## src/rtl/uart_pkg.sv

```systemverilog
// Definitions shared by the UART transmit controller and its byte feeder.
package uart_pkg;

  localparam int BYTE_W = 8;
  localparam int CLK_HZ = 100_000_000;
  localparam int BAUD   = 9600;

  typedef enum logic [1:0] {
    IDLE      = 2'b00,
    REQ       = 2'b01,
    WAIT_BUSY = 2'b10
  } feeder_state_t;

endpackage

```

## src/rtl/byte_fifo.sv

```systemverilog
// Single-clock byte FIFO with occupancy count, drop-on-full overflow pulse
// and a registered head-data output that only changes on a pop.
module byte_fifo
  import uart_pkg::*;
#(
  parameter int DEPTH  = 16,
  parameter int ADDR_W = $clog2(DEPTH)
) (
  input  logic              clk,
  input  logic              rst_n,
  input  logic              i_wr_en,
  input  logic [BYTE_W-1:0] i_wr_data,
  input  logic              i_pop,
  output logic              o_full,
  output logic              o_empty,
  output logic [ADDR_W:0]   o_count,
  output logic              o_overflow,
  output logic [BYTE_W-1:0] o_rd_data
);

  localparam logic [ADDR_W:0] FULL_COUNT = (ADDR_W+1)'(DEPTH);

  logic [BYTE_W-1:0] r_mem [DEPTH];
  logic [ADDR_W-1:0] r_wr_ptr;
  logic [ADDR_W-1:0] r_rd_ptr;
  logic [ADDR_W:0]   r_count;
  logic              r_overflow;
  logic [BYTE_W-1:0] r_rd_data;
  logic              w_push;
  logic              w_pop;

  assign w_push     = i_wr_en && !o_full;
  assign w_pop      = i_pop && !o_empty;
  assign o_full     = (r_count == FULL_COUNT);
  assign o_empty    = (r_count == '0);
  assign o_count    = r_count;
  assign o_overflow = r_overflow;
  assign o_rd_data  = r_rd_data;

  // Storage needs no reset: a flush only has to clear pointers and count.
  always_ff @(posedge clk) begin
    if (w_push) r_mem[r_wr_ptr] <= i_wr_data;
  end

  always_ff @(posedge clk or negedge rst_n) begin
    if (!rst_n) begin
      r_wr_ptr   <= '0;
      r_rd_ptr   <= '0;
      r_count    <= '0;
      r_overflow <= 1'b0;
      r_rd_data  <= '0;
    end else begin
      r_overflow <= i_wr_en && o_full;
      if (w_push) r_wr_ptr <= r_wr_ptr + 1'b1;
      if (w_pop) begin
        r_rd_ptr  <= r_rd_ptr + 1'b1;
        r_rd_data <= r_mem[r_rd_ptr];
      end
      case ({w_push, w_pop})
        2'b10:   r_count <= r_count + 1'b1;
        2'b01:   r_count <= r_count - 1'b1;
        default: r_count <= r_count;
      endcase
    end
  end

endmodule

```

## src/rtl/uart_tx_feeder.sv

```systemverilog
// Buffers producer bytes and hands them one at a time to the UART transmit
// controller over its send/ready handshake.
module uart_tx_feeder
  import uart_pkg::*;
#(
  parameter int DEPTH  = 16,
  parameter int ADDR_W = $clog2(DEPTH)
) (
  input  logic              clk,
  input  logic              rst_n,
  input  logic              i_wr_en,
  input  logic [BYTE_W-1:0] i_wr_data,
  output logic              o_full,
  output logic              o_empty,
  output logic [ADDR_W:0]   o_count,
  output logic              o_overflow,
  input  logic              i_tx_ready,
  output logic              o_tx_send,
  output logic [BYTE_W-1:0] o_tx_data
);

  feeder_state_t r_state;
  feeder_state_t w_next_state;
  logic          w_pop;

  byte_fifo #(
    .DEPTH  (DEPTH),
    .ADDR_W (ADDR_W)
  ) u_fifo (
    .clk        (clk),
    .rst_n      (rst_n),
    .i_wr_en    (i_wr_en),
    .i_wr_data  (i_wr_data),
    .i_pop      (w_pop),
    .o_full     (o_full),
    .o_empty    (o_empty),
    .o_count    (o_count),
    .o_overflow (o_overflow),
    .o_rd_data  (o_tx_data)
  );

  assign o_tx_send = (r_state == REQ);

  always_ff @(posedge clk or negedge rst_n) begin
    if (!rst_n) r_state <= IDLE;
    else        r_state <= w_next_state;
  end

  // WAIT_BUSY holds off the next request until the controller has visibly
  // left its ready state, so one frame is never requested twice.
  always_comb begin
    w_next_state = r_state;
    w_pop        = 1'b0;
    case (r_state)
      IDLE: begin
        if (!o_empty && i_tx_ready) begin
          w_pop        = 1'b1;
          w_next_state = REQ;
        end
      end
      REQ:       w_next_state = WAIT_BUSY;
      WAIT_BUSY: if (!i_tx_ready) w_next_state = IDLE;
      default:   w_next_state = IDLE;
    endcase
  end

endmodule
```

## config.mk

```make
export PLATFORM = sky130hd
export DESIGN_NAME = uart_tx_feeder
export DESIGN_NICKNAME = d
export VERILOG_FILES = /design/src/rtl/uart_pkg.sv /design/src/rtl/byte_fifo.sv /design/src/rtl/uart_tx_feeder.sv
export SDC_FILE = /design/constraint.sdc
export NUM_CORES = 1
export LEC_CHECK = 0
export BUFFER_PORTS_ARGS = -buffer_cell sky130_fd_sc_hd__buf_2
export CAP_MARGIN = 20
export CORE_UTILIZATION = 35
export DETAILED_ROUTE_END_ITERATION = 12
export PLACE_DENSITY = 0.51
export SLEW_MARGIN = 10
export SYNTH_ARGS = -nofsm -noshare
export SYNTH_HDL_FRONTEND = slang
export SYNTH_HIERARCHICAL = 1
export SYNTH_SLANG_ARGS = --single-unit
```

## constraint.sdc

```tcl
create_clock -name clk -period 7.9 [get_ports clk]
set_input_delay 0.79 -clock clk [delete_from_list [all_inputs] [get_ports clk]]
set_output_delay 0.79 -clock clk [all_outputs]
set_load 0.01 [all_outputs]
```

[Word-level counts from Yosys, hierarchy flattened]
Memories as Yosys holds them, arrays and structs flattened. A register that Yosys moved wholly into a read port is not among the register bits.
Cells that the tools add are included.
Cells by class
  add/sub/neg operators: 4
  eq/ne operators: 7
  multiplexer cells: 8
  reductions and logical operators: 11
Operators with widths (number)
  case mux 5 bit (2 select lines): 1
  adder 4 x 1 -> 4 bit (second input constant): 2
  case mux 2 bit (3 select lines): 1
  adder 5 x 1 -> 5 bit (second input constant): 1
  equality test 5 bit (second input constant): 1
  logical NOT 5 bit: 1
  subtractor 5 x 1 -> 5 bit (second input constant): 1
  equality test 2 x 1 -> 1 bit (second input constant): 2
  equality test 2 bit (second input constant): 2
  logical AND 1 bit: 4
  two-way mux 1 bit: 4
  two-way mux 2 bit: 2
  inequality test 2 bit (second input constant): 2
  logical NOT 1 bit: 3
  logical NOT 2 bit: 1
  AND reduction 2 bit: 1
  nonzero test 2 bit: 1
Storage, ports and cells
  register bits: 16
  memory bits (writable): 128
  input bits: 12
  memories: 1
Memory list
  u_fifo.r_mem: words 16, width 8, rd ports 1, clocked after Yosys merged registers in 1, write ports 1, line byte_fifo.sv:23  | logic [BYTE_W-1:0] r_mem [DEPTH];

[Depth between registers and ports, before layout]
Gate-level depths: netlist of run 1.
  depth in word-level cells: 8
  mapped depth: 13
  depth with buffers taken out: 13

[Cells and area by module]
The synthesis of run 1 kept the hierarchy.
Modules (own cells, without submodules)
  byte_fifo: instances 1, cells each 318, area each 5965.7 µm²
  uart_tx_feeder: instances 1, cells each 7, area each 87.6 µm²

[Worst setup path before layout of run 1]
OpenSTA, ideal clock, no wires.
  path type: reg-to-reg
  from: register u_fifo.r_count[0], in the netlist u_fifo/o_count[0]
  to: register u_fifo.r_count[4], in the netlist u_fifo/o_count[4]
  library setup time: 0.129 ns
  data arrival time: 3.075 ns
  data required time: 7.771 ns
  slack: 4.696 ns
  stages on the path, launching flop included: 13
  buffers on the path: 0
  cells stage by stage: dfrtp_1 > or4_1 > nor2_1 > nor4b_1 > o21ai_2 > inv_2 > ha_1 > ha_1 > nor2b_1 > o21ai_0 > a21oi_1 > or3b_2 > xnor2_1
Between the ends
  word-level cells in the longest chain between the ends: 8
  elaborated cells between the ends (all ways): 15
  those cells by class: 2 x add/sub; 3 x eq/ne; 3 x mux; 7 x reduce/logical
RTL lines
  start, declared: line byte_fifo.sv:26  | logic [ADDR_W:0] r_count;
  start signal, assigned: line byte_fifo.sv:60  | 2'b10: r_count <= r_count + 1'b1;
  start signal, assigned: line byte_fifo.sv:61  | 2'b01: r_count <= r_count - 1'b1;
  start signal, assigned: line byte_fifo.sv:62  | default: r_count <= r_count;
  logical NOT 5 bit *: line byte_fifo.sv:35  | assign o_empty = (r_count == '0);
  net o_empty: line uart_tx_feeder.sv:14  | output logic o_empty,
  logical NOT 1 bit *: line uart_tx_feeder.sv:56  | if (!o_empty && i_tx_ready) begin
  logical AND 1 bit *: line uart_tx_feeder.sv:56
  two-way mux 1 bit *: line uart_tx_feeder.sv:56
  two-way mux 1 bit *: line uart_tx_feeder.sv:54  | case (r_state)
  net w_pop: line uart_tx_feeder.sv:24  | logic w_pop;
  logical AND 1 bit *: line byte_fifo.sv:33  | assign w_pop = i_pop && !o_empty;
  net u_fifo.w_pop: line byte_fifo.sv:30  | logic w_pop;
  equality test 2 x 1 -> 1 bit / equality test 2 bit (equally long branches): line byte_fifo.sv:59  | case ({w_push, w_pop})
  case mux 5 bit (2 select lines) / nonzero test 2 bit (equally long branches)
The timed path passes the listed nets; every way through them passes the cells marked *.
A chain may end at the register's enable or synchronous reset.

[Worst setup path after layout of run 1]
  from: register u_fifo.r_count[1], in the netlist u_fifo/o_count[1]
  to: register u_fifo.r_count[4], in the netlist u_fifo/o_count[4]
Between the ends
  word-level cells in the longest chain between the ends: 8
  elaborated cells between the ends (all ways): 15
  those cells by class: 2 x add/sub; 3 x eq/ne; 3 x mux; 7 x reduce/logical
RTL lines (line)
  logical NOT 5 bit *: byte_fifo.sv:35
  logical NOT 1 bit *: uart_tx_feeder.sv:56
  logical AND 1 bit *: uart_tx_feeder.sv:56
  two-way mux 1 bit *: uart_tx_feeder.sv:56
  two-way mux 1 bit *: uart_tx_feeder.sv:54
  net w_pop: uart_tx_feeder.sv:24
  logical AND 1 bit *: byte_fifo.sv:33
  net u_fifo.w_pop: byte_fifo.sv:30
  equality test 2 x 1 -> 1 bit / equality test 2 bit (equally long branches): byte_fifo.sv:59
  case mux 5 bit (2 select lines) / nonzero test 2 bit (equally long branches)
Marked as above.

==> results.py, run 1 <==
metrics = {
    "timing": {
        "final-max-slew-violation-count": 0,
        "max_freq_mhz": 286,
        "tns_ns": 0,
        "worst_slew_pin_slew_ns": 0.973,
        "rsz0062_at_grt": "false",
        "finalSetupViolations": 0,
        "finalCriticalPeriod_ns": 3.49,
        "hold_violations": 0,
        "slew_headroom": 0.352,
        "skew_ns": 0.00708,
        "whs_ns": 0.362,
        "post-route-period-util": 0.442,
    },
    "critical_path": {
        "setup.worst_path.class": "register to register",
        "crit_family": "simple AND/OR/NAND/NOR gates",
        "cp_max_fo": 18,
        "crit_slowest_cell": "or4_1",
        "r2r-start": "u_fifo/o_count[1]",
        "cp.arrival_ns": 3.79,
        "cpPeakStageDelay_ns": 0.59,
        "crit_top_cell": "ha_1",
        "cp.required_ns": 8.20,
        "r2r_slack_ns": 4.41,
        "start_kind": "register",
        "reg2reg_depth": 12,
        "r2r-end": "u_fifo/o_count[4]",
        "cp_num_buf_inv": 1,
        "crit_chain": "or4_1 -> nor2_1 -> nor4b_1 -> o21ai_2 -> inv_2 -> ha_1 -> ha_1 -> nor2b_1 -> o21ai_0 -> a21oi_1 -> or3b_2 -> xnor2_1",
        "worstSetupEndpointType": "register",
    },
    "clock_network": {
        "cts_setup_buffers": 0,
        "clk_path_buf_depth": 2,
        "tritoncts": "done",
        "htreeDepth": 4,
        "cts_resized": 0,
        "cts.sinks": 152,
        "hold_buffers": 0,
        "clkLatencyLatePin_ns": 0.42,
        "clkTransAtPathRegs_ns": 0.06,
        "cts_root_buf": "clkbuf_16",
        "cts-buffers-inserted": 17,
    },
    "synthesis": {
        "synth_ff_type": "edfxtp_1",
        "seq_area_frac_synth": 0.734,
        "avgSynthCellArea_sq_um": 18.6,
        "syn_area_sq_um": 6050,
        "synth.distinct_cells": 35,
        "yosysWarnings": 6,
        "async_flop_share": 0.158,
        "ys_ff_latch": 152,
        "synth_edf_count": 128,
        "synth_nets": 347,
        "syn_inst": 325,
    },
    "layout": {
        "area_delta_synth_final_pct": 15.3,
        "antenna-diode-count": 0,
        "final_nets": 380,
        "layout_commonest_cell": "edfxtp_1",
        "final_cell_mix": "edfxtp_1 (128), mux4_2 (33), nand2_1 (30)",
        "drive_above_1_share": 0.268,
    },
    "power_and_ir_drop": {
        "irDropWorstVdd_mv": 0.282,
        "p_leak_nw": 2.41,
        "power.density_nw_per_um2": 368,
    },
    "hold_path": {
        "min_path_type": "primary input to asynchronous set/reset pin",
    },
    "die": {
        "dieWidth_um": 134,
        "ioPinCount": 29,
        "start_util": 0.361,
        "rows": 47,
        "die_y_um": 134,
        "core_sq_um": 16800,
        "die_area_sq_um": 17800,
    },
    "route": {
        "drc": 0,
        "drt_pass1_iterations": 4,
        "drt_iter0_drc": 199,
        "wl_per_cell_um": 19.7,
        "ant_nets": 0,
        "viasPerCell": 4.96,
        "num_vias": 2925,
        "routed_wl_um": 11600,
    },
    "status": {
        "status": "finished clean",
    },
    "grt": {
        "grt_max_degree": 35,
        "grt_use_total": 0.143,
        "grt_overflow": 0,
        "antenna_found_initial": 0,
        "grt_pass1_wl_um": 17900,
        "grt_pass1_vias": 2958,
    },
    "place": {
        "numPortBuffers": 28,
        "gp_congestion": 0.740,
        "dp_hpwl_um": 7210,
    },
    "job": {
        "max_cap_viol_count": 0,
    },
}
==> layout make-up <==
class                   instances  area, sq um
multi-input cells             148         1510
clock buffers                  18          429
clock inverters                13          130
flip-flops and latches        152         4450
fillers                      1524         9780
well taps                     220          275
repair buffers                 30          155
inverters                       9         33.8
==> stage by stage <==
stage,instances,instance area [sq um],utilization,setup slack (ns),power (mW)
finish,590,6980,0.416,4.41,2.57
global route,590,6980,0.416,4.10,2.71
CTS,590,6980,0.416,4.38,2.61
detailed placement,559,6420,0.383,4.40,1.83
global placement,559,6420,0.383,4.47,1.83
floorplan,325,6050,-,4.70,1.62
==> cell families after synthesis <==
group,synth area share
adder cells (fa/ha/maj),0.0219
XOR/XNOR,0.0145
multiplexers,0.136
buffers and inverters,0.0198
AO/OA/AOI/OAI,0.0236
flip-flops,0.734
AND/OR/NAND/NOR,0.0500
==> how the worst max path moves through the flow <==
stage / start / endpoint / cells past startpoint
floorplan: u_fifo/o_count[0] / u_fifo/o_count[4] / 12
global placement: u_fifo/o_count[0] / u_fifo/o_count[4] / 10
detailed placement: u_fifo/o_count[1] / u_fifo/o_count[4] / 12
CTS: u_fifo/o_count[1] / u_fifo/o_count[4] / 12
global route: u_fifo/o_count[1] / u_fifo/o_count[4] / 12
finish: u_fifo/o_count[1] / u_fifo/o_count[4] / 12
==> cells in the mapped netlist, drive strengths merged, types with 2 or more instances <==
master  number  area, sq um
buf         11         67.6
dfrtp       24          601
a21oi        2         10.0
nand4        2         12.5
mux2i        8         80.1
clkbuf       5         18.8
xor2         2         17.5
edfxtp     128         3840
mux4        33          743
nor2b        2         12.5
o221ai       7         61.3
o21ai       12         63.8
nor2        13         48.8
ha           9          113
nor4b        2         17.5
inv          9         33.8
nand2       30          113
nand2b       4         25.0
nor3         4         20.0
xnor2        8         70.1
==> routing by layer <==
layer	wire length (um)	GRT usage	part of all wire	up-vias
met5	0	0	0	-
met4	138	0.0625	0.012	0
met3	315	0.0392	0.027	14
met2	5700	0.223	0.49	42
met1	5490	0.189	0.47	1533
li1	-	-	-	1336
==> worst reg2reg max path: stages, from the launching register on <==
cell and delay (ns):
dfrtp_1 0.43, or4_1 0.59, nor2_1 0.20, nor4b_1 0.09
o21ai_2 0.26, inv_2 0.14, ha_1 0.29, ha_1 0.33
nor2b_1 0.14, o21ai_0 0.22, a21oi_1 0.10, or3b_2 0.45
xnor2_1 0.14
==> sequential cells by signal (all words and copies together), names as in the netlist <==
| register | cells |
|---|---|
| u_fifo/r_mem | 128 |
| u_fifo/o_rd_data | 8 |
| r_state | 2 |
| u_fifo/r_rd_ptr | 4 |
| u_fifo/o_overflow | 1 |
| u_fifo/o_count | 5 |
| u_fifo/r_wr_ptr | 4 |
==> report_power, final <==
| group | total, mW | switching [mW] | internal [mW] |
|---|---|---|---|
| Combinational | 0.700 | 0.380 | 0.320 |
| Sequential | 1.10 | 0.100 | 1.00 |
| Clock | 0.769 | 0.308 | 0.460 |
| Total | 2.57 | 0.789 | 1.78 |
No activity file was read; power rests on OpenSTA's default activity.
==> run 2: changes to the inputs <==
--- a/config.mk
+++ b/config.mk
@@ -9,7 +9,7 @@
 export CAP_MARGIN = 20
 export CORE_UTILIZATION = 35
 export DETAILED_ROUTE_END_ITERATION = 12
-export PLACE_DENSITY = 0.51
+export PLACE_DENSITY = 0.53
 export SLEW_MARGIN = 10
 export SYNTH_ARGS = -nofsm -noshare
 export SYNTH_HDL_FRONTEND = slang
==> constraint.sdc (replaced) <==
create_clock -name clk -period 3.1 [get_ports clk]
set_input_delay 0.31 -clock clk [delete_from_list [all_inputs] [get_ports clk]]
set_output_delay 0.31 -clock clk [all_outputs]
set_load 0.01 [all_outputs]
==> run 2 against run 1 <==
  * Combinational power rose to 2.7 times the previous value
  * Die area unchanged
  * Setup slack worse by 4.1 ns
  * Core utilization up 1.3 points
  * Critical path depth up 1
  * Clock skew about the same
  * Critical path type unchanged
  * First-iteration DRC count down 20%
  * Via count up 2.6%
  * Total power rose to 2.6 times the previous value
==> results.py, run 2 (synthesis results as in run 1) <==
metrics = {
    "layout": {
        "layout.cells.non_filler": 612,
        "antenna-diode-count": 0,
        "final_nets": 401,
        "regMostFlops": "u_fifo/r_mem",
        "final_cell_mix": "edfxtp_1 (128), mux4_2 (33), nand2_1 (30)",
        "final_util": 0.429,
        "multiInputGateArea_sq_um": 1550,
        "drive_above_1_share": 0.304,
        "fill_cells": 1479,
        "area_delta_synth_final_pct": 18.8,
        "seqCellArea_sq_um": 4450,
        "largest_reg_flops": 128,
        "layout_commonest_cell": "edfxtp_1",
        "fin_area_sq_um": 7190,
    },
    "clock_network": {
        "cts_root_buf": "clkbuf_16",
        "tritoncts": "done",
        "cts.sinks": 152,
        "htreeDepth": 4,
        "clkTransAtPathRegs_ns": 0.06,
        "cts-buffers-inserted": 17,
        "clk_path_buf_depth": 2,
        "clkLatencyLatePin_ns": 0.42,
    },
    "critical_path": {
        "r2r_slack_ns": 0.26,
        "cpPeakStageDelay_ns": 0.46,
        "crit_chain": "buf_4 -> nor4_4 -> nand2_1 -> and2_1 -> inv_1 -> ha_4 -> inv_1 -> fa_1 -> nor2b_1 -> o21ai_1 -> nand3_1 -> or3b_2 -> xnor2_1",
        "cp_max_fo": 4,
        "cp-startpoint": "u_fifo/o_count[1]",
        "crit_top_cell": "inv_1",
        "setup.worst_path.class": "register to register",
        "cp.arrival_ns": 3.13,
        "crit_cells": 13,
        "worstSetupEndpointType": "register",
        "start_kind": "register",
        "cp.required_ns": 3.39,
        "r2r-start": "u_fifo/o_count[1]",
        "r2r-end": "u_fifo/o_count[4]",
        "reg2reg_depth": 13,
        "crit_slowest_cell": "or3b_2",
        "endpoint": "u_fifo/o_count[4]",
        "crit_family": "simple AND/OR/NAND/NOR gates",
        "cp_num_buf_inv": 3,
    },
    "route": {
        "routed_wl_um": 11700,
        "ant_nets": 0,
        "drt_iter0_drc": 160,
        "wl_per_cell_um": 19.1,
        "drc": 0,
        "num_vias": 3001,
        "viasPerCell": 4.90,
        "drt_pass1_iterations": 4,
    },
    "grt": {
        "antenna_found_initial": 0,
        "grt_use_total": 0.146,
        "grt_overflow": 0,
        "grt_pass1_vias": 3205,
        "grt_max_degree": 25,
        "grt_pass1_wl_um": 18600,
    },
    "timing": {
        "skew_ns": 0.00713,
        "rsz0062_at_grt": "false",
        "finalWorstSetupSlack_ns": 0.263,
        "worst_slew_pin_slew_ns": 0.960,
        "finalCriticalPeriod_ns": 2.84,
        "post-route-period-util": 0.915,
        "hold_violations": 0,
        "final-max-slew-violation-count": 0,
        "max_freq_mhz": 352,
        "tns_ns": 0,
        "slew_headroom": 0.360,
        "finalSetupViolations": 0,
    },
    "place": {
        "gp_congestion": 0.797,
        "place_ws_ns": 0.0602,
        "placed_area_sq_um": 6550,
        "numPortBuffers": 28,
        "dp_hpwl_um": 7780,
        "placed_cells": 578,
    },
    "die": {
        "die_area_sq_um": 17800,
        "start_util": 0.361,
        "die_y_um": 134,
        "rows": 47,
        "core_sq_um": 16800,
        "ioPinCount": 29,
        "dieWidth_um": 134,
    },
    "job": {
        "max_cap_viol_count": 0,
    },
    "status": {
        "status": "finished clean",
    },
    "power_and_ir_drop": {
        "p_leak_nw": 2.52,
        "power.density_nw_per_um2": 940,
        "irDropWorstVdd_mv": 0.455,
    },
    "hold_path": {
        "min_path_type": "primary input to register",
    },
}
## run 2: worst min-delay path by stage
stage          startpoint                end  slack (ns)  depth (start not counted)
3_3_place_gp        rst_n  u_fifo/o_count[0]        0.33                          1
3_5_place_dp        rst_n  u_fifo/o_count[0]        0.34                          1
2_1_floorplan       rst_n         r_state[0]        0.01                          0
5_1_grt           i_wr_en  u_fifo/o_overflow        0.15                          2
4_1_cts           i_wr_en  u_fifo/o_overflow        0.13                          2
6_report          i_wr_en  u_fifo/o_overflow        0.15                          2
## run 2: report_power, final
part / leakage, nW / internal, mW / switching (mW)
combinational: 0.800 / 0.933 / 0.933
sequential: 1.45 / 2.55 / 0.331
clock: 0.273 / 1.25 / 0.759
## run 2: area by class of cell
| class | count | area share |
|---|---|---|
| clock inverter | 11 | 0.0181 |
| sequential | 152 | 0.619 |
| multi-input combinational | 148 | 0.215 |
| timing repair buffer | 51 | 0.0439 |
| tap | 220 | 0.0383 |
| clock buffer | 21 | 0.0613 |
| inverter | 9 | 0.00470 |
## run 2: routing by layer
| metal | share of wire | GRT usage | up-vias |
|---|---|---|---|
| met3 | 0.032 | 0.0407 | 13 |
| met2 | 0.47 | 0.220 | 53 |
| met4 | 0.011 | 0.0518 | 0 |
| li1 | - | - | 1385 |
| met5 | 0 | 0 | - |
| met1 | 0.49 | 0.202 | 1550 |
## run 2: timing repair
action	in CTS	in global routing
endpoints found under the hold margin	24	0
setup buffers	0	1
endpoints found under the setup margin	0	1
hold buffers	1	0
gates resized for setup	0	9
## run 2: metrics by stage
| stage | hold WS (ns) | power [mW] |
|---|---|---|
| 3_3_place_gp | 0.330 | 4.72 |
| 5_1_grt | 0.150 | 7.14 |
| 3_5_place_dp | 0.343 | 4.76 |
| 6_report | 0.154 | 6.76 |
| 4_1_cts | 0.133 | 6.78 |
| 2_1_floorplan | 0.0144 | 4.13 |
## run 2: worst reg2reg max path, stage by stage, from the launching register on
cell and delay [ns]:
dfrtp_1 0.38, buf_4 0.16, nor4_4 0.27, nand2_1 0.09
and2_1 0.19, inv_1 0.09, ha_4 0.17, inv_1 0.08
fa_1 0.41, nor2b_1 0.13, o21ai_1 0.08, nand3_1 0.08
or3b_2 0.46, xnor2_1 0.13
